File: src/rtl/exec_complete_arbiter.sv
// ---------------------------------------------------------------------------
// exec_complete_arbiter
//   Collects finished results from NUM_UNITS execution units and grants one
//   per cycle onto a single registered common-data-bus (CDB) slot that feeds
//   the ROB. Each unit holds valid and stable data until it sees a one-cycle
//   canGo pulse. The ROB applies backpressure through robStall_i.
//
//   Optional build macro:
//     EXEC_ARB_FIXED_PRI_EN  defined   -> fixed priority, lowest index wins,
//                                         no rotating pointer.
//                            undefined -> round-robin (default).
//
// Ports
//   clk_i           clock
//   reset_i         synchronous, active-high reset
//   unitValid_i     per-unit "result ready"
//   unitVal_i       per-unit 64-bit result, unit k at [64k+63:64k]
//   unitTag_i       per-unit ROB tag, packed the same way
//   unitCommands_i  per-unit 10-bit command field, packed
//   unitFlags_i     per-unit 4-bit flags, packed
//   canGo_o         one-hot accept pulse back to the granted unit
//   robStall_i      ROB cannot take the CDB slot this cycle
//   cdbValid_o      CDB slot holds a result
//   cdbVal_o        CDB result value
//   cdbTag_o        CDB ROB tag
//   cdbCommands_o   CDB command field
//   cdbFlags_o      CDB flags
//   cdbUnit_o       index of the unit that produced the CDB result
// ---------------------------------------------------------------------------
module exec_complete_arbiter #(
  parameter int ROBsize    = 32,
  parameter int ROBsizeLog = $clog2(ROBsize + 1),
  parameter int NUM_UNITS  = 4
) (
  input  logic                            clk_i,
  input  logic                            reset_i,
  input  logic [NUM_UNITS-1:0]            unitValid_i,
  input  logic [NUM_UNITS*64-1:0]         unitVal_i,
  input  logic [NUM_UNITS*ROBsizeLog-1:0] unitTag_i,
  input  logic [NUM_UNITS*10-1:0]         unitCommands_i,
  input  logic [NUM_UNITS*4-1:0]          unitFlags_i,
  output logic [NUM_UNITS-1:0]            canGo_o,
  input  logic                            robStall_i,
  output logic                            cdbValid_o,
  output logic [63:0]                     cdbVal_o,
  output logic [ROBsizeLog-1:0]           cdbTag_o,
  output logic [9:0]                      cdbCommands_o,
  output logic [3:0]                      cdbFlags_o,
  output logic [$clog2(NUM_UNITS)-1:0]    cdbUnit_o
);

  localparam int UNIT_W = $clog2(NUM_UNITS);

  logic                  slot_free_s;
  logic                  found_s;
  logic                  grant_s;
  logic [UNIT_W-1:0]     grant_idx_s;
  logic [63:0]           sel_val_s;
  logic [ROBsizeLog-1:0] sel_tag_s;
  logic [9:0]            sel_cmd_s;
  logic [3:0]            sel_flags_s;

`ifdef EXEC_ARB_FIXED_PRI_EN
  // Winner select: scan from the top so the lowest-index valid unit is the last write.
  always_comb begin
    found_s     = 1'b0;
    grant_idx_s = '0;
    for (int i = NUM_UNITS - 1; i >= 0; i--) begin
      if (unitValid_i[i]) begin
        found_s     = 1'b1;
        grant_idx_s = UNIT_W'(i);
      end else begin
        found_s     = found_s;
      end
    end
  end
`else
  localparam logic [UNIT_W:0] NUM_UNITS_W = (UNIT_W + 1)'(NUM_UNITS);

  logic [UNIT_W-1:0] rr_r;
  logic [UNIT_W:0]   scan_sum_s;
  logic [UNIT_W-1:0] scan_idx_s;

  // Winner select: first valid unit scanning rr, rr+1, ... modulo NUM_UNITS.
  always_comb begin
    found_s     = 1'b0;
    grant_idx_s = '0;
    scan_sum_s  = '0;
    scan_idx_s  = '0;
    for (int i = 0; i < NUM_UNITS; i++) begin
      // rr and i are both below NUM_UNITS, so one conditional subtract wraps.
      scan_sum_s = {1'b0, rr_r} + (UNIT_W + 1)'(i);
      if (scan_sum_s >= NUM_UNITS_W) begin
        scan_sum_s = scan_sum_s - NUM_UNITS_W;
      end else begin
        scan_sum_s = scan_sum_s;
      end
      scan_idx_s = scan_sum_s[UNIT_W-1:0];
      if (!found_s && unitValid_i[scan_idx_s]) begin
        found_s     = 1'b1;
        grant_idx_s = scan_idx_s;
      end else begin
        found_s     = found_s;
      end
    end
  end

  // Round-robin pointer: moves just past the unit that was granted.
  always_ff @(posedge clk_i) begin
    if (reset_i) begin
      rr_r <= '0;
    end else if (grant_s) begin
      if (grant_idx_s == UNIT_W'(NUM_UNITS - 1)) begin
        rr_r <= '0;
      end else begin
        rr_r <= grant_idx_s + UNIT_W'(1);
      end
    end else begin
      rr_r <= rr_r;
    end
  end
`endif

  // The slot can take a new result when empty or when the ROB drains it this cycle.
  assign slot_free_s = ~cdbValid_o | ~robStall_i;
  assign grant_s     = slot_free_s & found_s & ~reset_i;

  // One-hot accept pulse to the winning unit.
  always_comb begin
    canGo_o = '0;
    if (grant_s) begin
      canGo_o[grant_idx_s] = 1'b1;
    end else begin
      canGo_o = '0;
    end
  end

  // Field mux: pick the winning unit's result out of the packed buses.
  always_comb begin
    sel_val_s   = '0;
    sel_tag_s   = '0;
    sel_cmd_s   = '0;
    sel_flags_s = '0;
    for (int k = 0; k < NUM_UNITS; k++) begin
      if (grant_idx_s == UNIT_W'(k)) begin
        sel_val_s   = unitVal_i[k*64 +: 64];
        sel_tag_s   = unitTag_i[k*ROBsizeLog +: ROBsizeLog];
        sel_cmd_s   = unitCommands_i[k*10 +: 10];
        sel_flags_s = unitFlags_i[k*4 +: 4];
      end else begin
        sel_val_s   = sel_val_s;
      end
    end
  end

  // CDB slot: load on grant, empty on consume, hold while stalled.
  always_ff @(posedge clk_i) begin
    if (reset_i) begin
      cdbValid_o    <= 1'b0;
      cdbVal_o      <= 64'd0;
      cdbTag_o      <= '0;
      cdbCommands_o <= 10'd0;
      cdbFlags_o    <= 4'd0;
      cdbUnit_o     <= '0;
    end else if (grant_s) begin
      cdbValid_o    <= 1'b1;
      cdbVal_o      <= sel_val_s;
      cdbTag_o      <= sel_tag_s;
      cdbCommands_o <= sel_cmd_s;
      cdbFlags_o    <= sel_flags_s;
      cdbUnit_o     <= grant_idx_s;
    end else if (cdbValid_o & ~robStall_i) begin
      cdbValid_o    <= 1'b0;
    end else begin
      cdbValid_o    <= cdbValid_o;
    end
  end

endmodule

File: config.mk
export PLATFORM = sky130hd
export DESIGN_NAME = exec_complete_arbiter
export DESIGN_NICKNAME = d
export VERILOG_FILES = /design/src/rtl/exec_complete_arbiter.sv
export SDC_FILE = /design/constraint.sdc
export NUM_CORES = 1
export LEC_CHECK = 0
export CORE_AREA = 2 2 168 170
export DETAILED_ROUTE_END_ITERATION = 10
export DIE_AREA = 0 0 170 172
export REMOVE_ABC_BUFFERS = 1
export SLEW_MARGIN = 20
export SYNTH_ARGS = -nofsm -noshare
export SYNTH_HDL_FRONTEND = slang
export SYNTH_SLANG_ARGS = --single-unit
File: constraint.sdc
create_clock -name clk_i -period 8.5 [get_ports clk_i]
set_input_delay 2.55 -clock clk_i [delete_from_list [all_inputs] [get_ports clk_i]]
set_output_delay 2.55 -clock clk_i [all_outputs]
set_load 0.02 [all_outputs]
## Word-level counts from Yosys, hierarchy flattened

Index checks and enable logic that the tools add are counted.

- Add/sub/neg operators: 8
- Mux-type cells: 42
- Equality and inequality tests: 3
- Div/mod/pow operators: 0
- $mul: 0
- Magnitude comparators: 10
- Shifts and indexed selects: 0
- Reductions and logical operators: 9
- Bitwise operators: 7

Operators by type and width:

| operator | count |
|---|---|
| $mux 64 | 4 |
| $mux 10 | 4 |
| $mux 6 | 4 |
| $mux 4 | 5 |
| $mux 2 | 9 |
| $lt 2x3->1 const B | 5 |
| $mux 1 | 11 |
| $ge 3x3->1 const B | 3 |
| $bmux 1 s2 | 4 |
| $sub 2x1->2 const B | 4 |
| $add 2x2->3 const B | 2 |
| $eq 2x2->1 const B | 2 |
| $logic_and 1x1->1 | 4 |
| $add 2x1->3 const B | 1 |
| $and 1x1->1 | 3 |
| $ge 2x3->1 const B | 1 |
| $logic_not 1->1 | 3 |
| $not 1->1 | 3 |
| $add 2x1->2 const B | 1 |
| $demux 1 s2 | 1 |
| $eq 2x1->1 const B | 1 |
| $ge 2x1->1 const B | 1 |
| $logic_not 2->1 | 1 |
| $reduce_bool 2->1 | 1 |
| $or 1x1->1 | 1 |

- Memory bits (writable): 0
- Bits in latches: 0
- Output and inout port bits: 91
- Memories kept: 0
- Register bits: 89
- Bits in read-only memories: 0

## Depth between registers and ports, before layout

Gate-level depths: netlist of run 1.

- Word-level depth: 19
- Depth in mapped cells: 10
- Depth with buffers taken out: 7

## Least setup slack after synthesis of run 1

OpenSTA, ideal clock, no wires.

- Kind: in2out
- Start point: input unitValid_i[2]
- End point: output canGo_o[3]
- Cell stages on the path: 8
- Data arrival time: 4.274 ns
- Buffers on the path: 3
- Path slack: 1.676 ns
- Path through: mux2i_1 nor2_1 nor4_1 ha_1 clkbuf_1 buf_2 clkbuf_1 and3_1

- Cells in the longest elaborated chain, start to end: 17
- Elaborated cells between the ends (all ways): 30
- Classes of those cells: order compare: 2; mux: 19; bitwise: 2; reduce/logical: 7

RTL lines:

| element | RTL line | source |
|---|---|---|
| start, declared | 37 | `input logic [NUM_UNITS-1:0] unitValid_i,` |
| $bmux 1 s2 | 99 | `if (!found_s && unitValid_i[scan_idx_s]) begin` |
| $mux 1 (implied by the code) | 99 |  |
| $mux 1 | 99 |  |
| $logic_not 1->1 | 99 |  |
| $logic_and 1x1->1 | 99 |  |
| $mux 1 | 99 |  |
| $logic_not 1->1 | 99 |  |
| $logic_and 1x1->1 | 99 |  |
| [... 2 more ...] | - |  |
| $logic_and 1x1->1 | 99 |  |
| $mux 2 (*) | 99 |  |
| net grant_idx_s[0] | 57 | `logic [UNIT_W-1:0] grant_idx_s;` |
| $lt 2x3->1 (implied by the code) / $ge 2x1->1 (equally long branches) | 132 | `canGo_o[grant_idx_s] = 1'b1;` |
| $logic_and 1x1->1 (implied by the code) | 132 |  |
| $mux 1 (implied by the code) | 132 |  |
| $demux 1 s2 (*) | 132 |  |
| $mux 4 (*) | 131 | `if (grant_s) begin` |
| end, declared | 42 | `output logic [NUM_UNITS-1:0] canGo_o,` |

The timed path passes the listed nets; every way through them passes the cells marked *. The select of a mux whose other input is x is not followed.

## Final worst setup path of run 1

- Start point: input unitValid_i[0]
- End point: output canGo_o[1]

- Cells in the longest elaborated chain, start to end: 17
- Elaborated cells between the ends (all ways): 30
- Classes of those cells: order compare: 2; mux: 19; bitwise: 2; reduce/logical: 7

RTL lines:

| element | RTL line |
|---|---|
| $bmux 1 s2 | 99 |
| $mux 1 (implied by the code) | 99 |
| $mux 1 | 99 |
| $logic_not 1->1 | 99 |
| $logic_and 1x1->1 | 99 |
| $mux 1 | 99 |
| $logic_not 1->1 | 99 |
| $logic_and 1x1->1 | 99 |
| $mux 1 | 99 |
| $logic_not 1->1 | 99 |
| $logic_and 1x1->1 | 99 |
| $mux 2 | 99 |
| $lt 2x3->1 (implied by the code) / $ge 2x1->1 (equally long branches) | 132 |
| $logic_and 1x1->1 (implied by the code) | 132 |
| $mux 1 (implied by the code) | 132 |
| $demux 1 s2 | 132 |
| $mux 4 (*) | 131 |

Every way passes the cells marked *; elsewhere a longest branch is shown, timed or not. The select of a mux whose other input is x is not followed.

==> flow_summary_export.csv, run 1 <==
group,metric,value,unit
timing,max_clock_freq,130.4,MHz
floorplan,initial_core_util,22.60,%
critical_path,path_cells,"clkdlybuf4s50_1 -> nand2_1 -> a311oi_1 -> or2_2 -> ha_4 -> and3_1 -> clkdlybuf4s50_1",
routing,drc,0,
floorplan,dieWidth,170,um
critical_path,path_buf_inv,2,
floorplan,ios,434,
pwr,p_sw_share,38.27,%
global_route,antenna_found_initial,0,
routing,drt_pass1_iterations,5,
final_layout,drive_gt1_share,3.051,%
routing,dr_wl_met2,13720,um
routing,wl_met3,2268,um
timing,drv_slew,0,
clock_network,clk_latency,0.35,ns
global_route,grt-ovfl-total,0,
routing,via_per_inst,5.168,
final_layout,synthToLayoutAreaGrowth,77.17,%
timing,fin_crit_sh,90.22,%
placement,port_buffers,433,
yosys,ys_warn_count,0,
final_layout,instances_no_fill,1527,
critical_path,end_kind,"output pin",
critical_path,crit_type,"in2out",
pwr,p_total,2.128,mW
pwr,leakage,4.130,nW
yosys,synth_seq_cells,89,
timing,setup_viol,0,
clock_network,ctsHtreeMaxLevel,3,
global_route,grt_pass1_vias,7366,
clock_network,post_cts_buffers,0,
pwr,internal_power,1.313,mW
job,drv_cap,0,
routing,drt-initial-drc-count,395,
pwr,pwr-share-seq,26.0,%
global_route,grt_start_max_net_pins,169,
clock_network,cts_buffers,9,
yosys,async_flop_share,0,%
floorplan,die-height,172,um
clock_network,clkSinkCount,89,
yosys,yosysMostFrequentCell,"dfxtp_1",
yosys,ys_types,35,
yosys,synth_top_cell_by_area,"dfxtp_1",
routing,post_drt_wl_per_cell,18.89,um
yosys,netlist_instances,821,
global_route,grt_pass1_wl,41850,um
timing,whs,0.5344,ns
yosys,synthFlopType,"dfxtp_1",
critical_path,cp_max_fo,5,
critical_path,slowest_delay,0.65,ns
timing,worst_clock_skew,0.007806,ns
placement,gp_congestion,0.7735,
critical_path,crit_family,"buffers and inverters",
clock_network,clockRootBuffer,"clkbuf_16",
clock_network,cts.clk_slew.worst_paths,0.07,ns
placement,place_ws,0.8643,ns
timing,slew_headroom,27.91,%
clock_network,cts_tree,"built",
yosys,synth_area_leaders,"dfxtp_1 29%, a221o_1 14%, a22oi_1 10%",
run_status,status,"finished clean",
timing,worst_slack,0.8310,ns
floorplan,dieArea,29240,um2
floorplan,rows,61,
pwr,p_per_area,193.4,nW/um2
pwr,p_sw,814.4,uW
yosys,synth_common_cells,"89 x dfxtp_1, 86 x a21oi_1, 86 x nand2_1",
global_route,grt_usage,18.31,%
yosys,synth_area,6210,um2
routing,antenna_left,0,
floorplan,core,27480,um2
yosys,synth-edff-count,0,
timing,worstMarginPinSlew,1.081,ns
yosys,yosysTopAreaCellShare,28.69,%
final_layout,final_util,40.04,%
timing,finalCriticalPeriod,7.669,ns
routing,routed_wl,28850,um
routing,highest_layer,"met4",
critical_path,cp-start-kind,"input pin",
yosys,ys_seq_area_share,28.69,%
routing,met1_length,12430,um
critical_path,critPathMostFrequentCell,"clkdlybuf4s50_1",
pwr,combPwrFrac,54.2,%
final_layout,fin_nets,1522,
placement,dp_hpwl,19950,um
timing,rsz0062_at_grt,"false",
routing,vias,7891,
pwr,pwr-share-clk,19.8,%
placement,placed_cells,1510,
pwr,ir_drop,0.1034,mV
clock_network,hold_buffers,0,
timing,hold_violations,0,
critical_path,required,5.95,ns
yosys,synth_area_per_cell,7.564,um2
clock_network,post_cts_resized,0,
critical_path,crit_arrival,5.12,ns
critical_path,slowest_stage,"clkdlybuf4s50_1",
hold_path,hp-class,"reg2reg",
clock_network,clockBufferDepth,2,
-- power groups by stage --
| stage | Clock [mW] | Sequential [mW] | Combinational (mW) |
|---|---|---|---|
| floorplan | 0 | 0.658 | 0.571 |
| global placement | 0 | 0.558 | 1.16 |
| detailed placement | 0 | 0.561 | 1.16 |
| CTS | 0.437 | 0.553 | 1.16 |
| global route | 0.453 | 0.563 | 1.24 |
| finish | 0.421 | 0.553 | 1.15 |
-- layout by cell type, fill, tap and decap left out, types with 2 or more instances in the layout --
cell,count
nand2_1,86
and3_1,5
inv_1,85
a31oi_1,84
clkbuf_16,9
dfxtp_1,89
nor2_1,5
ha_4,4
o211ai_1,2
a221o_1,84
clkdlybuf4s50_1,433
nand3b_1,84
o31ai_1,2
a22oi_1,84
nand2b_1,3
clkbuf_1,2
clkinvlp_4,3
buf_4,10
a21oi_1,86
-- per-layer routing --
metal,vias to the layer above,global-route usage (%)
li1,3793,-
met1,3764,22.80
met2,311,31.07
met3,23,5.425
met4,0,4.459
met5,-,0
-- sequential cells by signal, indices dropped and copies added, names as in the netlist --
register / count
cdbValid_o: 1
rr_r: 2
cdbTag_o: 6
cdbVal_o: 64
cdbUnit_o: 2
cdbFlags_o: 4
cdbCommands_o: 10
-- tightest hold or removal path: stages, from the launching register on --
cell and delay [ns]:
dfxtp_1 0.33, o211ai_1 0.10, o31ai_1 0.07
-- cells by family after synthesis --
kind of cell / after synthesis / share of synthesized area, %
buffers and inverters: 188 / 12.37
flip-flops: 89 / 28.69
multiplexers: 1 / 0.1612
adder cells (fa/ha/maj): 4 / 0.8060
AO/OA/AOI/OAI: 348 / 40.38
AND/OR/NAND/NOR: 191 / 17.59
-- area by class of cell --
cell class	count	area, um2
diodes	1	2.502
clock inverters	4	52.55
multi-input cells	544	3722
fillers	2891	16470
clock buffers	12	246.5
inverters	86	322.8
flip-flops and latches	89	1782
repair buffers	445	4441
well taps	346	432.9
-- worst paths after layout --
path	slack (ns)	endpoint	depth (start not counted)	start
hold / removal	0.53	cdbUnit_o[1]	2	cdbUnit_o[1]
setup reg to reg	4.88	cdbVal_o[7]	9	rr_r[1]
setup / recovery	0.83	canGo_o[1]	7	unitValid_i[0]
hold reg to reg	0.53	cdbUnit_o[1]	2	cdbUnit_o[1]
-- stage by stage --
step	setup TNS (ns)	area, um2
after global placement	0	10700
after floorplan	-1.312	5764
after global routing	0	11000
after detailed placement	0	10700
after CTS	0	11000
final	0	11000
Note: power is estimated with default switching activity, not from simulation.
==> run 2: changes to the inputs <==
Settings changed: CTS_CLUSTER_SIZE set to 20.
==> results of run 2 <==
Same layout as run 1: the final DEF is identical, and so are final timing and power.
==> run 3: changes to the inputs <==
Settings changed: CAP_MARGIN set to 15.
==> results of run 3 <==
Same layout as run 1: the final DEF is identical, and so are final timing and power.
